[src/rtl/uart_rx_pkg.sv]
// uart_rx_pkg: receiver FSM states, 8N1 frame constants and divider helpers shared by the uart_rx files.
// DIV is clocks per bit; HALF is the start-bit wait that centres every later sample mid-bit.
package uart_rx_pkg;

  typedef enum logic [2:0] {
    ST_IDLE,
    ST_START,
    ST_DATA,
    ST_STOP,
    ST_BREAK
  } rx_state_t;

  localparam int DATA_BITS = 8;
  localparam int STOP_BITS = 1;

  function automatic int uart_div(input int clk_hz, input int baud);
    return clk_hz / baud;
  endfunction

  function automatic int uart_half(input int clk_hz, input int baud);
    return uart_div(clk_hz, baud) / 2;
  endfunction

endpackage

[src/rtl/uart_rx_if.sv]
// uart_rx_if: received-byte valid/ready stream plus sticky error flags and their clear.
// master is the receiver side; slave is the consuming IO-page side.
interface uart_rx_if;

  logic [7:0] o_data;
  logic       o_valid;
  logic       i_ready;
  logic       o_frame_err;
  logic       o_overrun;
  logic       i_clr_err;

  modport master (
    output o_data, o_valid, o_frame_err, o_overrun,
    input  i_ready, i_clr_err
  );

  modport slave (
    input  o_data, o_valid, o_frame_err, o_overrun,
    output i_ready, i_clr_err
  );

endinterface

[src/rtl/uart_rx_fifo.sv]
// uart_rx_fifo: DEPTH-entry (power of two) sync FIFO, head read straight from the registered array, no added latency.
// Push while full is accepted only together with a pop in the same cycle; pop while empty is ignored.
module uart_rx_fifo #(
  parameter int DEPTH = 4,
  parameter int WIDTH = 8
) (
  input  logic             i_clk,
  input  logic             i_rst,
  input  logic             i_push,
  input  logic [WIDTH-1:0] i_data,
  input  logic             i_pop,
  output logic [WIDTH-1:0] o_data,
  output logic             o_full,
  output logic             o_empty
);

  localparam int PW = $clog2(DEPTH);
  localparam int CW = PW + 1;

  logic [WIDTH-1:0] r_mem [DEPTH];
  logic [PW-1:0]    r_wr_ptr;
  logic [PW-1:0]    r_rd_ptr;
  logic [CW-1:0]    r_count;
  logic             w_do_push;
  logic             w_do_pop;

  assign o_full    = (r_count == CW'(DEPTH));
  assign o_empty   = (r_count == '0);
  assign w_do_pop  = i_pop && !o_empty;
  assign w_do_push = i_push && (!o_full || w_do_pop);
  assign o_data    = r_mem[r_rd_ptr];

  // Pointers wrap modulo DEPTH by plain overflow.
  always_ff @(posedge i_clk) begin
    if (i_rst) begin
      r_wr_ptr <= '0;
      r_rd_ptr <= '0;
      r_count  <= '0;
      for (int i = 0; i < DEPTH; i++) begin
        r_mem[i] <= '0;
      end
    end else begin
      if (w_do_push) begin
        r_mem[r_wr_ptr] <= i_data;
        r_wr_ptr        <= r_wr_ptr + PW'(1);
      end
      if (w_do_pop) begin
        r_rd_ptr <= r_rd_ptr + PW'(1);
      end
      case ({w_do_push, w_do_pop})
        2'b10:   r_count <= r_count + CW'(1);
        2'b01:   r_count <= r_count - CW'(1);
        default: r_count <= r_count;
      endcase
    end
  end

endmodule

[src/rtl/uart_rx.sv]
// uart_rx: 8N1 receiver; byte valid 2+HALF+9*DIV clocks after the start edge is captured. UART_RX_FIFO_EN selects a FIFO_DEPTH FIFO, else a 1-byte holding register.
// A byte arriving at a full buffer with no pop that cycle is dropped and sets sticky o_overrun.
module uart_rx
  import uart_rx_pkg::*;
#(
  parameter int clk_freq_hz = 10_000_000,
  parameter int baud_rate   = 1_000_000,
  parameter int FIFO_DEPTH  = 4
) (
  input  logic      i_clk,
  input  logic      i_rst,
  input  logic      i_uart_rx,
  uart_rx_if.master io_bus
);

  localparam int DIV   = uart_div(clk_freq_hz, baud_rate);
  localparam int HALF  = uart_half(clk_freq_hz, baud_rate);
  localparam int CNT_W = $clog2(DIV);

  if (DIV < 4 || FIFO_DEPTH < 2 || (FIFO_DEPTH & (FIFO_DEPTH - 1)) != 0) begin : g_bad_cfg
    $error("uart_rx: DIV must be >= 4 and FIFO_DEPTH a power of two >= 2");
  end

  rx_state_t        r_state;
  logic [CNT_W-1:0] r_cnt;
  logic [2:0]       r_idx;
  logic [7:0]       r_shift;
  logic             r_sync1;
  logic             r_sync2;
  logic             r_frame_err;
  logic             r_overrun;

  logic             w_rx_s;
  logic             w_tick;
  logic             w_push;
  logic             w_pop;
  logic             w_valid;
  logic             w_full;
  logic [7:0]       w_data;

  assign w_rx_s = r_sync2;
  assign w_tick = (r_cnt == '0);
  assign w_push = (r_state == ST_STOP) && w_tick && w_rx_s;
  assign w_pop  = w_valid && io_bus.i_ready;

  always_ff @(posedge i_clk) begin
    if (i_rst) begin
      r_sync1 <= 1'b1;
      r_sync2 <= 1'b1;
    end else begin
      r_sync1 <= i_uart_rx;
      r_sync2 <= r_sync1;
    end
  end

  always_ff @(posedge i_clk) begin
    if (i_rst) begin
      r_state     <= ST_IDLE;
      r_cnt       <= '0;
      r_idx       <= '0;
      r_shift     <= '0;
      r_frame_err <= 1'b0;
    end else begin
      if (io_bus.i_clr_err) begin
        r_frame_err <= 1'b0;
      end
      case (r_state)
        ST_IDLE: begin
          if (!w_rx_s) begin
            r_state <= ST_START;
            r_cnt   <= CNT_W'(HALF - 1);
          end
        end
        ST_START: begin
          if (!w_tick) begin
            r_cnt <= r_cnt - CNT_W'(1);
          end else if (w_rx_s) begin
            r_state <= ST_IDLE;
          end else begin
            r_state <= ST_DATA;
            r_cnt   <= CNT_W'(DIV - 1);
            r_idx   <= '0;
          end
        end
        ST_DATA: begin
          if (!w_tick) begin
            r_cnt <= r_cnt - CNT_W'(1);
          end else begin
            r_shift <= {w_rx_s, r_shift[7:1]};
            r_cnt   <= CNT_W'(DIV - 1);
            if (r_idx == 3'(DATA_BITS - 1)) begin
              r_state <= ST_STOP;
            end else begin
              r_idx <= r_idx + 3'd1;
            end
          end
        end
        ST_STOP: begin
          if (!w_tick) begin
            r_cnt <= r_cnt - CNT_W'(1);
          end else if (w_rx_s) begin
            r_state <= ST_IDLE;
          end else begin
            // Written after the clear above so a same-cycle error wins.
            r_frame_err <= 1'b1;
            r_state     <= ST_BREAK;
          end
        end
        ST_BREAK: begin
          if (w_rx_s) begin
            r_state <= ST_IDLE;
          end
        end
        default: r_state <= ST_IDLE;
      endcase
    end
  end

`ifdef UART_RX_FIFO_EN
  logic w_empty;

  uart_rx_fifo #(
    .DEPTH (FIFO_DEPTH),
    .WIDTH (8)
  ) u_fifo (
    .i_clk   (i_clk),
    .i_rst   (i_rst),
    .i_push  (w_push),
    .i_data  (r_shift),
    .i_pop   (w_pop),
    .o_data  (w_data),
    .o_full  (w_full),
    .o_empty (w_empty)
  );

  assign w_valid = !w_empty;
`else
  logic       r_valid;
  logic [7:0] r_data;

  always_ff @(posedge i_clk) begin
    if (i_rst) begin
      r_valid <= 1'b0;
      r_data  <= '0;
    end else if (w_push && (!r_valid || w_pop)) begin
      r_valid <= 1'b1;
      r_data  <= r_shift;
    end else if (w_pop) begin
      r_valid <= 1'b0;
    end
  end

  assign w_valid = r_valid;
  assign w_full  = r_valid;
  assign w_data  = r_data;
`endif

  always_ff @(posedge i_clk) begin
    if (i_rst) begin
      r_overrun <= 1'b0;
    end else begin
      if (io_bus.i_clr_err) begin
        r_overrun <= 1'b0;
      end
      if (w_push && w_full && !w_pop) begin
        r_overrun <= 1'b1;
      end
    end
  end

  assign io_bus.o_data      = w_data;
  assign io_bus.o_valid     = w_valid;
  assign io_bus.o_frame_err = r_frame_err;
  assign io_bus.o_overrun   = r_overrun;

endmodule

[src/flat_wrapper.sv]
// flat-port wrapper written by rule: the top's interface ports become plain ports
module uart_rx_flat import uart_rx_pkg::*;
#(
  parameter int clk_freq_hz = 10_000_000,
  parameter int baud_rate   = 1_000_000,
  parameter int FIFO_DEPTH  = 4
)
  (i_clk, i_rst, i_uart_rx, io_bus_o_data, io_bus_o_valid, io_bus_o_frame_err, io_bus_o_overrun, io_bus_i_ready, io_bus_i_clr_err);
  uart_rx_if io_bus_i ();
  input  logic i_clk;
  input  logic i_rst;
  input  logic i_uart_rx;
  output wire logic [$bits(io_bus_i.o_data)-1:0] io_bus_o_data;
  output wire logic [$bits(io_bus_i.o_valid)-1:0] io_bus_o_valid;
  output wire logic [$bits(io_bus_i.o_frame_err)-1:0] io_bus_o_frame_err;
  output wire logic [$bits(io_bus_i.o_overrun)-1:0] io_bus_o_overrun;
  input wire logic [$bits(io_bus_i.i_ready)-1:0] io_bus_i_ready;
  input wire logic [$bits(io_bus_i.i_clr_err)-1:0] io_bus_i_clr_err;
  assign io_bus_o_data = io_bus_i.o_data;
  assign io_bus_o_valid = io_bus_i.o_valid;
  assign io_bus_o_frame_err = io_bus_i.o_frame_err;
  assign io_bus_o_overrun = io_bus_i.o_overrun;
  assign io_bus_i.i_ready = io_bus_i_ready;
  assign io_bus_i.i_clr_err = io_bus_i_clr_err;
  uart_rx #(.clk_freq_hz(clk_freq_hz), .baud_rate(baud_rate), .FIFO_DEPTH(FIFO_DEPTH)) u_core (.i_clk(i_clk), .i_rst(i_rst), .i_uart_rx(i_uart_rx), .io_bus(io_bus_i));
endmodule
[config.mk]
export PLATFORM = sky130hd
export DESIGN_NAME = uart_rx_flat
export DESIGN_NICKNAME = d
export VERILOG_FILES = /design/src/rtl/uart_rx_pkg.sv /design/src/rtl/uart_rx_if.sv /design/src/rtl/uart_rx_fifo.sv /design/src/rtl/uart_rx.sv /design/src/flat_wrapper.sv
export SDC_FILE = /design/constraint.sdc
export NUM_CORES = 1
export LEC_CHECK = 0
export ABC_AREA = 1
export CAP_MARGIN = 40
export CORE_MARGIN = 3
export CORE_UTILIZATION = 58
export DETAILED_ROUTE_END_ITERATION = 10
export GPL_TIMING_DRIVEN = 0
export PLACE_DENSITY = 0.93
export SYNTH_ARGS = -nofsm -noshare
export SYNTH_HDL_FRONTEND = slang
export SYNTH_SLANG_ARGS = --single-unit
export TNS_END_PERCENT = 10
[constraint.sdc]
create_clock -name i_clk -period 3.55 [get_ports i_clk]
set_input_delay 0.355 -clock i_clk [delete_from_list [all_inputs] [get_ports i_clk]]
set_output_delay 0.355 -clock i_clk [all_outputs]
set_load 0.005 [all_outputs]
* Word level (Yosys, flattened, before mapping)
Cells that the tools add are included.
** Cells by class
- $add $sub $neg :: 2
- Equal/unequal tests :: 15
- Multiplexer cells :: 28
- Reductions and logical operators :: 19
** Operators by type and width (number)
- 3-bit 2-to-1 mux :: 11
- 4-bit 2-to-1 mux :: 5
- 4-bit one-hot mux with 4 select lines :: 1
- 3-bit one-hot mux with 5 select lines :: 1
- 2-bit by 1-bit inequality test with 1-bit output, second input constant :: 5
- 1-bit 2-to-1 mux :: 8
- 2-bit inequality test, second input constant :: 4
- 3-bit by 2-bit == test with 1-bit output, second input constant :: 2
- 3-bit == test, second input constant :: 2
- 1-bit logical AND :: 6
- 3-bit one-hot mux with 2 select lines :: 1
- 6-bit AND reduction :: 1
- 2-bit nonzero test :: 3
- 5-bit AND reduction :: 1
- 4-bit zero test :: 1
- 4-bit AND reduction :: 1
- 4-bit nonzero test :: 1
- 4-bit by 1-bit subtractor with 4-bit output, second input constant :: 1
- 3-bit by 1-bit adder with 3-bit output, second input constant :: 1
- 3-bit by 1-bit == test with 1-bit output, second input constant :: 1
- 3-bit zero test :: 1
- 3-bit inequality test, second input constant :: 1
- 1-bit zero test :: 2
- 2-bit 2-to-1 mux :: 1
- 2 further kinds :: 2
** Storage, ports and cells
- Register bits :: 31
- Output and inout port bits :: 11
- Logic and storage cells :: 74

* Logic depth before layout (Yosys ltp)
- Depth in word-level cells :: 6
- Mapped depth :: 10

* Worst setup path before layout
No wires, ideal clock.
- Kind :: reg2reg
- From :: reg u_core.r_cnt[0]
- To :: reg u_core.r_data[2] (netlist: u_core.io_bus.o_data[2])
- Library setup time :: 132 ps
- Data arrival time :: 1223 ps
- Setup slack :: 2195 ps
- Stages on the path, launching flop included :: 10
- Path buffers :: 0
- Period minus slack after synthesis :: 1355 ps
- Cell sequence :: dfxtp_1 inv_1 ha_1 nand2_1 nor2_4 nand2_4 nor2_8 nand2_4 nand2_1 a21oi_1
** On the way
- Cells in the longest elaborated chain, start to end :: 4
** RTL lines
- start: declaration :: RTL line uart_rx.sv:25 : logic [CNT_W-1:0] r_cnt;
- start signal: assignment :: RTL line uart_rx.sv:71 : r_cnt <= CNT_W'(HALF - 1);
- start signal: assignment :: RTL line uart_rx.sv:76 : r_cnt <= r_cnt - CNT_W'(1);
- start signal: assignment :: RTL line uart_rx.sv:81 : r_cnt <= CNT_W'(DIV - 1);
- 4-bit zero test :: RTL line uart_rx.sv:42 : assign w_tick = (r_cnt == '0);
- 1-bit logical AND (2 in a row) :: RTL line uart_rx.sv:43 : assign w_push = (r_state == ST_STOP) && w_tick && w_rx_s;
- 1-bit logical AND :: RTL line uart_rx.sv:145 : end else if (w_push && (!r_valid || w_pop)) begin
- end signal: assignment :: RTL line uart_rx.sv:147 : r_data <= r_shift;
- end: declaration :: RTL line uart_rx.sv:139 : logic [7:0] r_data;
No other way between the ends.
A chain may end at the register's enable or synchronous reset.

* Final worst setup path
- From :: reg u_core.r_cnt[0]
- To :: reg u_core.r_data[6] (netlist: u_core.io_bus.o_data[6])
Same word-level chain as after synthesis.

==> flow_metrics.tcl <==
set metrics [dict create \
    rr_startpoint "u_core.r_cnt[0]" \
    min_period_ps 1577 \
    final_cell_mix "nor2_1, dfxtp_1, nand2_1" \
    status "finished clean" \
    cts-buffers-inserted 5 \
    setup-tns-final_ps 0 \
    fin_crit_sh_pct 44.43 \
    synth.top_cell.area_share_pct 43.70 \
    cts.htree.levels 2 \
    final_nets 219 \
    final_common_cell "nor2_1" \
    diodes 0 \
    max_cap_viol_count 0 \
    min_delay_worst_endpoint "u_core.r_sync2" \
    post-place-ws_ps 1761 \
    clockBufferDepth 2 \
    final_cell_area_um2 1652 \
    setup_ws_ps 1973 \
    cp.required_ps 3750 \
    die_h_um 55.48 \
    cts.sinks 31 \
    synth_nets 198 \
    r2r_end "u_core.io_bus.o_data[6]" \
    io_pins 16 \
    crit_type "reg -> reg" \
    tightest_slew_ps 481.9 \
    root_buffer "clkbuf_4" \
    r2r_slack_ps 1970 \
    max_slew_margin_pct 67.87 \
    synthCells 189 \
    area_growth_pct 16.30 \
    synth_area_per_cell_um2 7.514 \
    insertion_delay_ps 330 \
    holdPathStages 1 \
    path_clk_slew_ps 90 \
    drt-initial-drc-count 55 \
    ys_top_cells_by_area "dfxtp_1, nor2_1, nand2_1, a21oi_1, o21ai_0" \
    irDropWorstVdd_mv 0.4684 \
    worstSetupEndpointType "flip-flop" \
    hold_path.class "reg -> reg" \
    power_density_nw_per_um2 641.4 \
    start_util_pct 62.40 \
    die_area_um2 3078 \
    skew_ps 7.996 \
    ys_warn_count 0 \
    holdWs_ps 425.7 \
    critPathMaxFanout 10 \
    fmax_ghz 0.6339 \
    grt_max_degree 11 \
    die_w_um 55.48 \
    crit_arrival_ps 1780 \
    hpwl_um 2323 \
    grt_pass1_vias 1276 \
    antenna_found_initial 0 \
    row_count 17 \
    synth_seq_cells 31 \
    r2r.worst_path.cells 9 \
    rsz0062_at_grt "no" \
    syn_area_um2 1420 \
    drtAntennaViolNets 0 \
    setup_viol 0 \
    p_leak_nw 0.6873 \
    yosysSeqAreaShare_pct 43.70 \
    postCtsHoldBufs 0 \
    synth_cell_types 21 \
    start_kind "flip-flop" \
    gp_congestion 0.9134 \
    nFillCells 170 \
    cts_tree "built" \
    power_mw 1.059 \
    timing.final.hold_violations 0 \
    wl_per_cell_um 13.13 \
    grt_overflow 0 \
    synth_largest_area_cell "dfxtp_1" \
    drcViolationCount 0 \
    layout-drive-gt1-share_pct 12.38 \
    wirelength_um 3124 \
    placed_area_um2 1595 \
    viasPerCell 5.513 \
    vias 1312 \
    grt_pass1_wl_um 5478 \
    core_um2 2276 \
    min_from "u_core.r_sync1" \
    cts_setup_buffers 0 \
    grt_use_total_pct 22.20 \
    dr.pass1.iters 4 \
    drv_slew 0 \
    cts_resized 0 \
    port_buffers 14 \
]
## critical path: stages (launching register included)
cell and delay (ps):
dfxtp_1 330, inv_1 110, ha_1 190, nand2_1 90, nor2_4 180, nand2_4 100
nor2_8 190, nand2_4 120, nand2_1 80, a21oi_1 60
## sequential cells by signal, indices dropped and copies added, names as in the netlist
register                   flops
u_core.io_bus.o_frame_err      1
u_core.r_sync2                 1
u_core.r_sync1                 1
u_core.io_bus.o_valid          1
u_core.r_shift                 8
u_core.io_bus.o_data           8
u_core.r_cnt                   4
u_core.io_bus.o_overrun        1
u_core.r_state                 3
u_core.r_idx                   3
## synth_stat cells
master    instances
nor2_1           34
inv_1            14
clkinv_1          1
clkbuf_1          2
nand2_4           4
nor2_4            4
nor2_8            1
nand3_1          16
xnor2_1           1
buf_1             1
a21oi_1          18
nor2_2            3
o21ai_0          18
dfxtp_1          31
o21ai_2           1
inv_2             2
or2_2             2
ha_1              4
nand2_2           1
a21oi_2           1
nand2_1          30
## logic make-up (layout without fill, tap and decap cells)
| kind of cell | Yosys count | in the layout | synth area share, % |
|---|---|---|---|
| compound gates | 38 | 38 | 13.92 |
| xor+xnor | 1 | 1 | 0.6169 |
| fa+ha+maj | 4 | 4 | 3.524 |
| buf+inv | 20 | 41 | 5.286 |
| flops | 31 | 31 | 43.70 |
| simple gates | 95 | 95 | 32.95 |
## worst max-delay path by stage
stage / from / to / cells after the start / slack [ps]
2_1_floorplan: u_core.r_cnt[0] / u_core.io_bus.o_data[2] / 9 / 2190
3_3_place_gp: io_bus_i_ready / u_core.io_bus.o_data[5] / 6 / 1890
3_5_place_dp: io_bus_i_ready / u_core.io_bus.o_data[6] / 6 / 1760
4_1_cts: u_core.r_cnt[0] / u_core.io_bus.o_data[5] / 9 / 1980
5_1_grt: u_core.r_cnt[0] / u_core.io_bus.o_data[7] / 9 / 1840
6_report: u_core.r_cnt[0] / u_core.io_bus.o_data[6] / 9 / 1970
## stage by stage
step,util (%),instances
CTS,72.57,238
floorplan,-,189
global route,72.57,238
global placement,70.09,231
finish,72.57,238
detailed placement,70.09,231
## routing by layer
layer	global-route usage [%]	part of all wire (%)	wire [µm]	vias up
met5	0	0	0	-
met4	8.333	2.0	63	0
met3	6.542	5.6	175	11
met2	38.85	50	1553	37
met1	25.22	43	1331	606
li1	-	-	-	658
## layout make-up
class                   count  area [µm²]  area share (%)
multi-input cells         138       724.4           43.86
well taps                  28       35.03           2.121
plain buffers               3       11.26          0.6818
flip-flops and latches     31       620.6           37.58
clock inverters             1       5.005          0.3030
repair buffers             14       140.1           8.485
clock buffers               6       51.30           3.106
inverters                  17       63.81           3.864
## report_power, final
group	switching (mW)	internal [mW]
logic	0.261	0.136
clock network	0.114	0.0916
registers	0.0543	0.403
No activity file was read; power rests on OpenSTA's default activity.
